`config.mk`:
```
export PLATFORM = sky130hd
export DESIGN_NAME = wb_arbiter
export DESIGN_NICKNAME = d
export VERILOG_FILES = /design/src/rtl/wb_arbiter.sv
export SDC_FILE = /design/constraint.sdc
export NUM_CORES = 1
export LEC_CHECK = 0
export CAP_MARGIN = 20
export CELL_PAD_IN_SITES_DETAIL_PLACEMENT = 2
export CELL_PAD_IN_SITES_GLOBAL_PLACEMENT = 2
export CORE_UTILIZATION = 30
export CTS_CLUSTER_DIAMETER = 50
export CTS_CLUSTER_SIZE = 14
export DETAILED_ROUTE_END_ITERATION = 12
export GPL_TIMING_DRIVEN = 0
export PLACE_DENSITY_LB_ADDON = 0.1
export SETUP_SLACK_MARGIN = 0.2
export SYNTH_ARGS = -nofsm -noshare
export SYNTH_HDL_FRONTEND = slang
export SYNTH_SLANG_ARGS = --single-unit
```
`constraint.sdc`:
```
create_clock -name i_clk -period 4.6 [get_ports i_clk]
set_clock_uncertainty 0.2 [all_clocks]
set_input_delay 0.46 -clock i_clk [delete_from_list [all_inputs] [get_ports i_clk]]
set_output_delay 0.46 -clock i_clk [all_outputs]
set_load 0.02 [all_outputs]
```
`src/rtl/wb_arbiter.sv`:
```
// Writeback arbiter: merges the ALU result stream with buffered, extended load responses
// onto the single integer register-file write port.
module wb_arbiter #(
  parameter int unsigned DEPTH      = 4,
  parameter int unsigned STARVE_MAX = 8
) (
  input  logic                     i_clk,
  input  logic                     i_rst,
  input  logic                     i_alu_valid,
  input  logic [4:0]               i_alu_rd,
  input  logic [31:0]              i_alu_data,
  output logic                     o_alu_stall,
  input  logic                     i_ld_valid,
  output logic                     o_ld_ready,
  input  logic [4:0]               i_ld_rd,
  input  logic [2:0]               i_ld_funct3,
  input  logic [1:0]               i_ld_offset,
  input  logic [31:0]              i_ld_word,
  output logic [$clog2(DEPTH):0]   o_ld_count,
  output logic [31:0]              o_write_data,
  output logic [4:0]               o_write_address,
  output logic                     o_reg_write_en
);

  localparam int unsigned AW = $clog2(DEPTH);
  localparam int unsigned CW = AW + 1;
  localparam int unsigned SW = $clog2(STARVE_MAX + 1);
  localparam logic [CW-1:0] FullCnt   = CW'(DEPTH);
  localparam logic [SW-1:0] StarveLim = SW'(STARVE_MAX);

  logic [31:0]   r_fifo_data [DEPTH];
  logic [4:0]    r_fifo_rd   [DEPTH];
  logic [AW-1:0] r_wptr;
  logic [AW-1:0] r_rptr;
  logic [CW-1:0] r_count;
  logic [SW-1:0] r_starve;
  logic          r_alu_stall;
  logic [31:0]   r_write_data;
  logic [4:0]    r_write_address;
  logic          r_reg_write_en;

  logic          w_full;
  logic          w_empty;
  logic          w_ld_ready;
  logic          w_push;
  logic          w_pop;
  logic          w_alu_sel;
  logic [7:0]    w_byte;
  logic [15:0]   w_half;
  logic [31:0]   w_ext_data;
  logic [CW-1:0] w_count_nxt;
  logic [SW-1:0] w_starve_nxt;
  logic          w_stall_nxt;
  logic          w_we_nxt;
  logic [4:0]    w_wa_nxt;
  logic [31:0]   w_wd_nxt;

  assign w_full     = (r_count == FullCnt);
  assign w_empty    = (r_count == '0);
  // Ready comes from the registered count only, so a same-cycle pop never frees a slot.
  assign w_ld_ready = !w_full && !i_rst;
  // x0 loads complete the handshake but are never stored.
  assign w_push     = i_ld_valid && w_ld_ready && (i_ld_rd != 5'd0);
  assign w_alu_sel  = !r_alu_stall && i_alu_valid && (i_alu_rd != 5'd0);
  assign w_pop      = !w_alu_sel && !w_empty;

  always_comb begin
    w_byte = 8'h00;
    unique case (i_ld_offset)
      2'd0: w_byte = i_ld_word[7:0];
      2'd1: w_byte = i_ld_word[15:8];
      2'd2: w_byte = i_ld_word[23:16];
      2'd3: w_byte = i_ld_word[31:24];
    endcase
    w_half = i_ld_offset[1] ? i_ld_word[31:16] : i_ld_word[15:0];
    case (i_ld_funct3)
      3'b000:  w_ext_data = {{24{w_byte[7]}}, w_byte};
      3'b001:  w_ext_data = {{16{w_half[15]}}, w_half};
      3'b100:  w_ext_data = {24'h000000, w_byte};
      3'b101:  w_ext_data = {16'h0000, w_half};
      default: w_ext_data = i_ld_word;
    endcase
  end

  always_comb begin
    w_count_nxt = r_count;
    if (w_push && !w_pop) begin
      w_count_nxt = r_count + 1'b1;
    end else if (!w_push && w_pop) begin
      w_count_nxt = r_count - 1'b1;
    end
  end

  // Starvation guard: count edges where buffered loads are blocked by the ALU.
  always_comb begin
    w_starve_nxt = r_starve;
    w_stall_nxt  = r_alu_stall;
    if (w_empty) begin
      w_starve_nxt = '0;
      w_stall_nxt  = 1'b0;
    end else if (w_pop) begin
      w_starve_nxt = '0;
    end else if (r_starve != StarveLim) begin
      w_starve_nxt = r_starve + 1'b1;
    end
    if (!w_empty && (w_starve_nxt == StarveLim)) begin
      w_stall_nxt = 1'b1;
    end
  end

  always_comb begin
    w_we_nxt = 1'b0;
    w_wa_nxt = r_write_address;
    w_wd_nxt = r_write_data;
    if (w_alu_sel) begin
      w_we_nxt = 1'b1;
      w_wa_nxt = i_alu_rd;
      w_wd_nxt = i_alu_data;
    end else if (w_pop) begin
      w_we_nxt = 1'b1;
      w_wa_nxt = r_fifo_rd[r_rptr];
      w_wd_nxt = r_fifo_data[r_rptr];
    end
  end

  always_ff @(posedge i_clk) begin
    if (w_push) begin
      r_fifo_data[r_wptr] <= w_ext_data;
      r_fifo_rd[r_wptr]   <= i_ld_rd;
    end
  end

  always_ff @(posedge i_clk or posedge i_rst) begin
    if (i_rst) begin
      r_wptr          <= '0;
      r_rptr          <= '0;
      r_count         <= '0;
      r_starve        <= '0;
      r_alu_stall     <= 1'b0;
      r_write_data    <= 32'h0;
      r_write_address <= 5'd0;
      r_reg_write_en  <= 1'b0;
    end else begin
      if (w_push) begin
        r_wptr <= r_wptr + 1'b1;
      end
      if (w_pop) begin
        r_rptr <= r_rptr + 1'b1;
      end
      r_count         <= w_count_nxt;
      r_starve        <= w_starve_nxt;
      r_alu_stall     <= w_stall_nxt;
      r_write_data    <= w_wd_nxt;
      r_write_address <= w_wa_nxt;
      r_reg_write_en  <= w_we_nxt;
    end
  end

  assign o_alu_stall     = r_alu_stall;
  assign o_ld_ready      = w_ld_ready;
  assign o_ld_count      = r_count;
  assign o_write_data    = r_write_data;
  assign o_write_address = r_write_address;
  assign o_reg_write_en  = r_reg_write_en;

endmodule

```
==> results.md, run 1 <==
* CTS tree: done
* Dpl cells at 1024
* Bufs on Longest Clock Path at 2
* DR top layer: met4
* RSZ-0062 raised after global routing: false
* Global-route wire length before repair at 35.1 mm
* Final Max Slew Viols at 0
* Worst hold path type: in -> async
* Mapped Nets at 644
* # clock sinks at ~200
* Full die area at 28300 sq um
* PwrDens at roughly 540 nW/um^2
* Largest net degree at the start of global routing at 31
* IO Pins at 126
* H-tree levels at 4
* DRC Markers at 0
* Register area share after synthesis at 68.6%
* Yosys top cell area share at between 50% and 60%
* Max-cap violations at 0
* Max Fclk at 333 MHz
* Leakage power at 3.85 nW
* Post-CTS setup buffer count at 0
* Post-synth EDFFs at 148
* Distinct cells, synth at 40
* N_diodes at 0
* R2r setup slk at around 1.7 ns
* Min Tclk post-route at 3.00 ns
* Nets at a little under 800
* DR iter-0 viols at ~280
* Grt total ovfl at 0
* Ys flop type: edfxtp_1
* Synth-to-Final Area Change at 28.0%
* Cell taking the most area after synthesis: edfxtp_1
* Die height at approximately 170 microns
* Synth warnings at 0
* Routability cong. at 0.792
* Final std cells w/o fill at 1056
* Initial Util at between 30% and 40%
* Util after Layout at between 30% and 40%
* Post-CTS Resized at 0
* Post-Syn Area at around 8300 sq um
* Num rows at 60
* Mapped Avg Cell Area at approximately 15 sq um
* Reg2reg path depth at 10
* Mapped Cells at 553
* Vias in the first global route at around 6000
* Via-to-Cell Ratio at approximately 5
* FFs w/ async S/R, synth at about a quarter
* Data required, critical path at around 4.7 ns
* Seq cells post-synth at slightly below 200
* Arr. time, crit path at ~3.1 ns
* Worst Path Max Fanout at 9
* Final setup viols at 0
* Share of layout cells above drive strength 1 at approximately 14%
* CTS buffer count at 17
* Detailed placement HPWL at around 16 mm
* Setup crit end kind: flip-flop
* CP startpoint kind: primary input
* Final total power at 0.00570 W
* DR pass1 iterations at 4
* Detailed-route via count at about 5300
* Status: finished clean
* Synth top cells by count: edfxtp_1 (148), nand2_1 (93), dfrtp_1 (50)
* TNS Setup at 0 ns
* Die Width at roughly 170 microns
* Metal2 WL at 11.0 mm
* Met3 WL at roughly 770 microns
* Core area at approximately 27000 sq um
* Max-slew headroom at between 30% and 40%
* Drt total wl at 22.5 mm
* Hold buffer count at CTS at 0
* Max VDD drop at 0.000307 V
* Worst-Margin Slew at between 0.9 and 1 ns
* WL met1 at 10.5 mm
* Dominant cells by area after synthesis: edfxtp_1 (54%), dfrtp_1 (15%), mux4_2 (10%)
* Most frequent cell after synthesis: edfxtp_1
* Critical Path Slowest Stage Cell: or4_4
* Antenna violations before repair at 0
* Hold Vio Cnt, Final at 0
* ANT nets after route at 0
* WL/cell at roughly 21 microns
* Root buffer cell: clkbuf_16
* Port Buf Inserts at between 100 and 150
* Clk slew on worst S/H paths at 0.08 ns
* Tot GR Track Use at between 10% and 20%
* CP cell instances: clkdlybuf4s50_1 > or4_4 > o21ai_4 > nand2_1 > ha_1 > inv_1 > fa_1 > mux2_2
* Worst path max stage delay at just under 0.6 ns
* Setup CP Type: in -> reg
* Clk_lat worst skew at 0.42 ns
* Fin crit share at 65.3%
[routing by layer]
layer | track usage, % | up-vias
met4 | 3.68 | 0
met1 | 22.8 | 2739
met3 | 2.91 | 19
li1 | - | 2379
met2 | 27.8 | 119
met5 | 0 | -
[path summary, 6_finish.rpt]
check	endpoint	startpoint
worst max-delay path	o_ld_count[1]	i_alu_rd[1]
worst min-delay path	o_write_address[3]	i_rst
worst max register to register	o_ld_count[2]	o_ld_count[0]
worst min register to register	o_write_address[3]	o_write_address[3]
max in group asynchronous	o_write_data[18]	i_rst
min in group i_clk	o_write_address[3]	o_write_address[3]
[stage by stage]
stage | hold WS (ns) | worst slack, ns | instance area [sq um]
global route | 0.309 | 1.42 | 10600
global placement | 0.307 | 0.740 | 9970
detailed placement | 0.318 | 1.11 | 10100
finish | 0.267 | 1.60 | 10600
floorplan | 0.312 | 1.71 | 8300
CTS | 0.276 | 1.56 | 10600
[cell type report]
cell class / instances / area (sq um)
inverters: 8 / 30.0
flip-flops and latches: 198 / 5700
clock inverters: 14 / 115
fillers: 2690 / 16400
plain buffers: 32 / 146
repair buffers: 130 / 1350
clock buffers: 18 / 429
well taps: 341 / 427
multi-input cells: 315 / 2430
[where the power goes]
group	leakage (nW)	switching, W	internal, W	total [W]
sequential	1.93	0.000146	0.00225	0.00240
combinational	1.65	0.00102	0.000884	0.00190
clock	0.266	0.000691	0.000709	0.00140
total	3.85	0.00186	0.00385	0.00570
[flip-flops by register name, indices dropped and copies added, names as in the netlist, 2 cells and up]
name	count
r_fifo_data	128
r_fifo_rd	20
r_wptr	2
o_write_data	32
o_ld_count	3
r_starve	4
r_rptr	2
o_write_address	5
[cell families after synthesis]
group	Yosys count	synth area share, %
buffers and inverters	40	2.13
AOI/OAI and AO/OA	86	7.06
muxes	49	11.7
and+or+nand+nor	164	8.32
xor gates and xnor gates	8	0.845
adders and majority gates	8	1.30
DFF	198	68.6
[critical path: cells and delay by family]
| kind | cells | cell delay [ns] |
|---|---|---|
| adders and majority gates | 2 | 0.67 |
| and+or+nand+nor | 2 | 0.78 |
| AOI/OAI and AO/OA | 1 | 0.39 |
| buffers and inverters | 2 | 0.52 |
| muxes | 1 | 0.28 |
[cell usage in the layout (no fill, tap or decap), types with 2 or more instances in the layout]
cell type / synthesis / routed
a32oi_1: 2 / 2
clkbuf_16: 0 / 17
o211a_1: 2 / 2
buf_2: 12 / 12
nand2b_1: 2 / 2
nor3b_1: 2 / 2
edfxtp_1: 148 / 148
inv_1: 8 / 7
nor2_1: 41 / 41
a21oi_1: 9 / 9
and2_2: 0 / 4
buf_12: 0 / 5
o211ai_1: 7 / 7
nand3_1: 5 / 5
xnor2_1: 5 / 5
clkinv_4: 0 / 3
mux2i_1: 7 / 7
buf_4: 3 / 3
a211o_1: 2 / 2
dfrtp_1: 50 / 50
clkdlybuf4s50_1: 0 / 125
nor2b_1: 8 / 8
clkbuf_1: 17 / 18
ha_1: 7 / 7
mux2_2: 3 / 3
a21o_1: 16 / 16
mux4_2: 38 / 38
xor2_1: 3 / 3
o21ai_0: 7 / 7
nand2_1: 93 / 93
inv_6: 0 / 7
a31oi_1: 36 / 36
nor3_1: 4 / 4
(Power assumes the default switching activity.)
==> inputs of run 2 (changes only) <==
==> constraint.sdc (replaced) <==
create_clock -name i_clk -period 2.44 [get_ports i_clk]
set_clock_uncertainty 0.2 [all_clocks]
set_input_delay 0.244 -clock i_clk [delete_from_list [all_inputs] [get_ports i_clk]]
set_output_delay 0.244 -clock i_clk [all_outputs]
set_load 0.02 [all_outputs]
==> run 2 against run 1 <==
Compared with the run above:
- cell area up 2.2%
- critical path depth up 2
- global-route usage up 1.3 points
- non-clock buffer count up 12
- combinational power up 110%
==> results.md, run 2 (synthesis gave the netlist of run 1 again) <==
* Fillers at 2696 (was 2690)
* Drt total wl at 24.1 mm (was 22.5 mm)
* Die height at 168 microns (unchanged)
* DR iter-0 viols at 246 (was 276)
* Data required, critical path at 2.61 ns (was 4.71 ns)
* DRC Markers at 0 (unchanged)
* Port Buf Inserts at 125 (unchanged)
* Largest Register: r_fifo_data (unchanged)
* Multi-input logic area at 2510 sq um (was 2430 sq um)
* Worst R2R End: o_ld_count[2] (unchanged)
* CTS buffer count at 17 (unchanged)
* Final setup viols at 0 (unchanged)
* N_diodes at 0 (unchanged)
* CTS tree: done (unchanged)
* Clock Power Share at 24.5% (was 24.6%)
* Status: finished clean (unchanged)
* Int Pwr at 0.00743 W (was 0.00385 W)
* Gate power share at 35.5% (was 33.4%)
* Sw power at 0.00381 W (was 0.00186 W)
* Tot GR Track Use at 18.0% (was 16.7%)
* Final Max Slew Viols at 0 (unchanged)
* Max-cap violations at 0 (unchanged)
* IO Pins at 126 (unchanged)
* Detailed placement HPWL at 17.8 mm (was 16.3 mm)
* PwrDens at 1040 nW/um^2 (was 537 nW/um^2)
* Sw frac at 33.9% (was 32.6%)
* FF+latch area at 5700 sq um (about the same)
* Util after Layout at 40.2% (was 39.3%)
* Share of layout cells above drive strength 1 at 17.9% (was 14.0%)
* Max reg flops at 128 (unchanged)
* Antenna violations before repair at 0 (unchanged)
* Reg2reg start: o_ld_count[1] (was o_ld_count[0])
* Grt total ovfl at 0 (unchanged)
* Clk slew on worst S/H paths at 0.08 ns (about the same)
* Setup crit end kind: flip-flop (unchanged)
* Arr. time, crit path at 2.51 ns (was 3.11 ns)
* Vias in the first global route at 5990 (was 5954)
* CP startpoint kind: flip-flop (was primary input)
* Leakage power at 3.98 nW (was 3.85 nW)
* Root buffer cell: clkbuf_16 (unchanged)
* ANT nets after route at 0 (unchanged)
* DR pass1 iterations at 4 (unchanged)
* Global-route wire length before repair at 37.5 mm (was 35.1 mm)
* Max Fclk at approximately 430 MHz
* Full die area at 28300 sq um (unchanged)
* Fin crit share at around 96%
* Max-slew headroom at 53.3% (was 33.4%)
* Reg2reg path depth at 10 (unchanged)
* Die Width at 168 microns (unchanged)
* Routability cong. at 0.786 (was 0.792)
* Final std cells w/o fill at 1068 (was 1056)
* Commonest cells after routing, fill and taps aside: edfxtp_1 (148), clkdlybuf4s50_1 (118), nand2_1 (92), dfrtp_1 (47), nor2_1 (40) (was edfxtp_1 (148), clkdlybuf4s50_1 (125), nand2_1 (93), dfrtp_1 (50), nor2_1 (41))
* Largest net degree at the start of global routing at 33 (was 31)
* Min Tclk post-route at approximately 2.3 ns
* Via-to-Cell Ratio at 4.93 (was 4.98)
* H-tree levels at 4 (unchanged)
* Num rows at 60 (unchanged)
* RSZ-0062 raised after global routing: true (was false)
* Core area at 27000 sq um (unchanged)
* Commonest non-fill, non-tap cell in the layout: edfxtp_1 (unchanged)
* Final total power at 0.0112 W (was 0.00570 W)
* Detailed-route via count at 5265 (was 5256)
* Worst hold path type: in -> reg (was in -> async)
* Hold endpoint: r_fifo_rd[0][3]
* Nets at 805 (was 793)
* Sequential power share at 40.0% (was 42.1%)
* # clock sinks at 198 (unchanged)
* TNS Setup at 0 ns (unchanged)
* Clk_lat worst skew at 0.44 ns (was 0.42 ns)
* WHS Path Cells at 1
* Synth-to-Final Area Change at 30.8% (was 28.0%)
* Dpl cells at 1024 (unchanged)
* Initial Util at 30.7% (unchanged)
* WL/cell at 22.6 microns (was 21.3 microns)
* Setup CP Type: reg -> reg (was in -> reg)
* Worst Path Max Fanout at 2 (was 9)
* Max VDD drop at 0.000454 V (was 0.000307 V)
* R2r setup slk at 0.1 ns (was 1.70 ns)
* Worst-Margin Slew at 0.701 ns (was 0.992 ns)
* Worst hold start: i_ld_rd[3]
* Hold Vio Cnt, Final at 0 (unchanged)
* Bufs on Longest Clock Path at 2 (unchanged)
## run 2: what timing repair did
item                                   4_1_cts  5_1_grt
pin swaps                                    6        1
setup endpoints to repair                  132      148
endpoints found under the hold margin        2        4
buffers inserted                             8        1
gates resized for setup                     22       11
hold buffers                                 2        1
## run 2: routing by layer
metal,track usage (%),up-vias,part of all wire [%]
met1,23.6,2735,46
met3,3.31,16,3.1
met5,0,-,0
met2,31.0,108,50
li1,-,2406,-
met4,3.99,0,1.0
## run 2: metrics by stage
step / hold slack, ns / setup slack, ns / instance area (sq um)
after floorplan: 0.143 / 0.0901 / 8350
after global placement: 0.309 / -0.484 / 10000
after detailed placement: 0.316 / -0.517 / 10100
after CTS: 0.00323 / 0.103 / 10800
after global routing: 0.0148 / 0.0254 / 10900
final: 0.0195 / 0.0985 / 10900
## run 2: worst max path at each step
| stage | startpoint | endpoint | slack (ns) | cells after the start |
|---|---|---|---|---|
| 2_1_floorplan | o_ld_count[1] | o_ld_count[2] | 0.09 | 10 |
| 3_3_place_gp | i_rst | o_ld_count[0] | -0.48 | 2 |
| 3_5_place_dp | i_alu_rd[1] | o_ld_count[1] | -0.52 | 8 |
| 4_1_cts | o_ld_count[1] | o_ld_count[2] | 0.10 | 10 |
| 5_1_grt | o_ld_count[1] | o_ld_count[2] | 0.03 | 10 |
| 6_report | o_ld_count[1] | o_ld_count[2] | 0.1 | 10 |
## run 2: layout make-up
| class | count | area share, % |
|---|---|---|
| sequential | 198 | 52.5 |
| clock buffer | 17 | 3.92 |
| buffer | 32 | 1.68 |
| tap | 341 | 3.93 |
| timing repair buffer | 142 | 13.3 |
| inverter | 8 | 0.277 |
| clock inverter | 15 | 1.25 |
| multi-input combinational | 315 | 23.1 |
## run 2: critical path: stages (launching register included)
cell	delay, ns
dfrtp_2	0.41
or3_4	0.39
buf_8	0.13
clkbuf_16	0.14
nand2_8	0.06
ha_4	0.13
inv_2	0.04
fa_2	0.32
xor2_1	0.15
nor2_1	0.14
xor2_1	0.15
## run 2: power by group through the flow
stage | Sequential [W] | Combinational [W] | Clock (W)
floorplan | 0.00486 | 0.00194 | 0
global placement | 0.00458 | 0.00372 | 0
detailed placement | 0.00462 | 0.00387 | 0
CTS | 0.00451 | 0.00404 | 0.00281
global route | 0.00457 | 0.00431 | 0.00294
finish | 0.00450 | 0.00399 | 0.00275
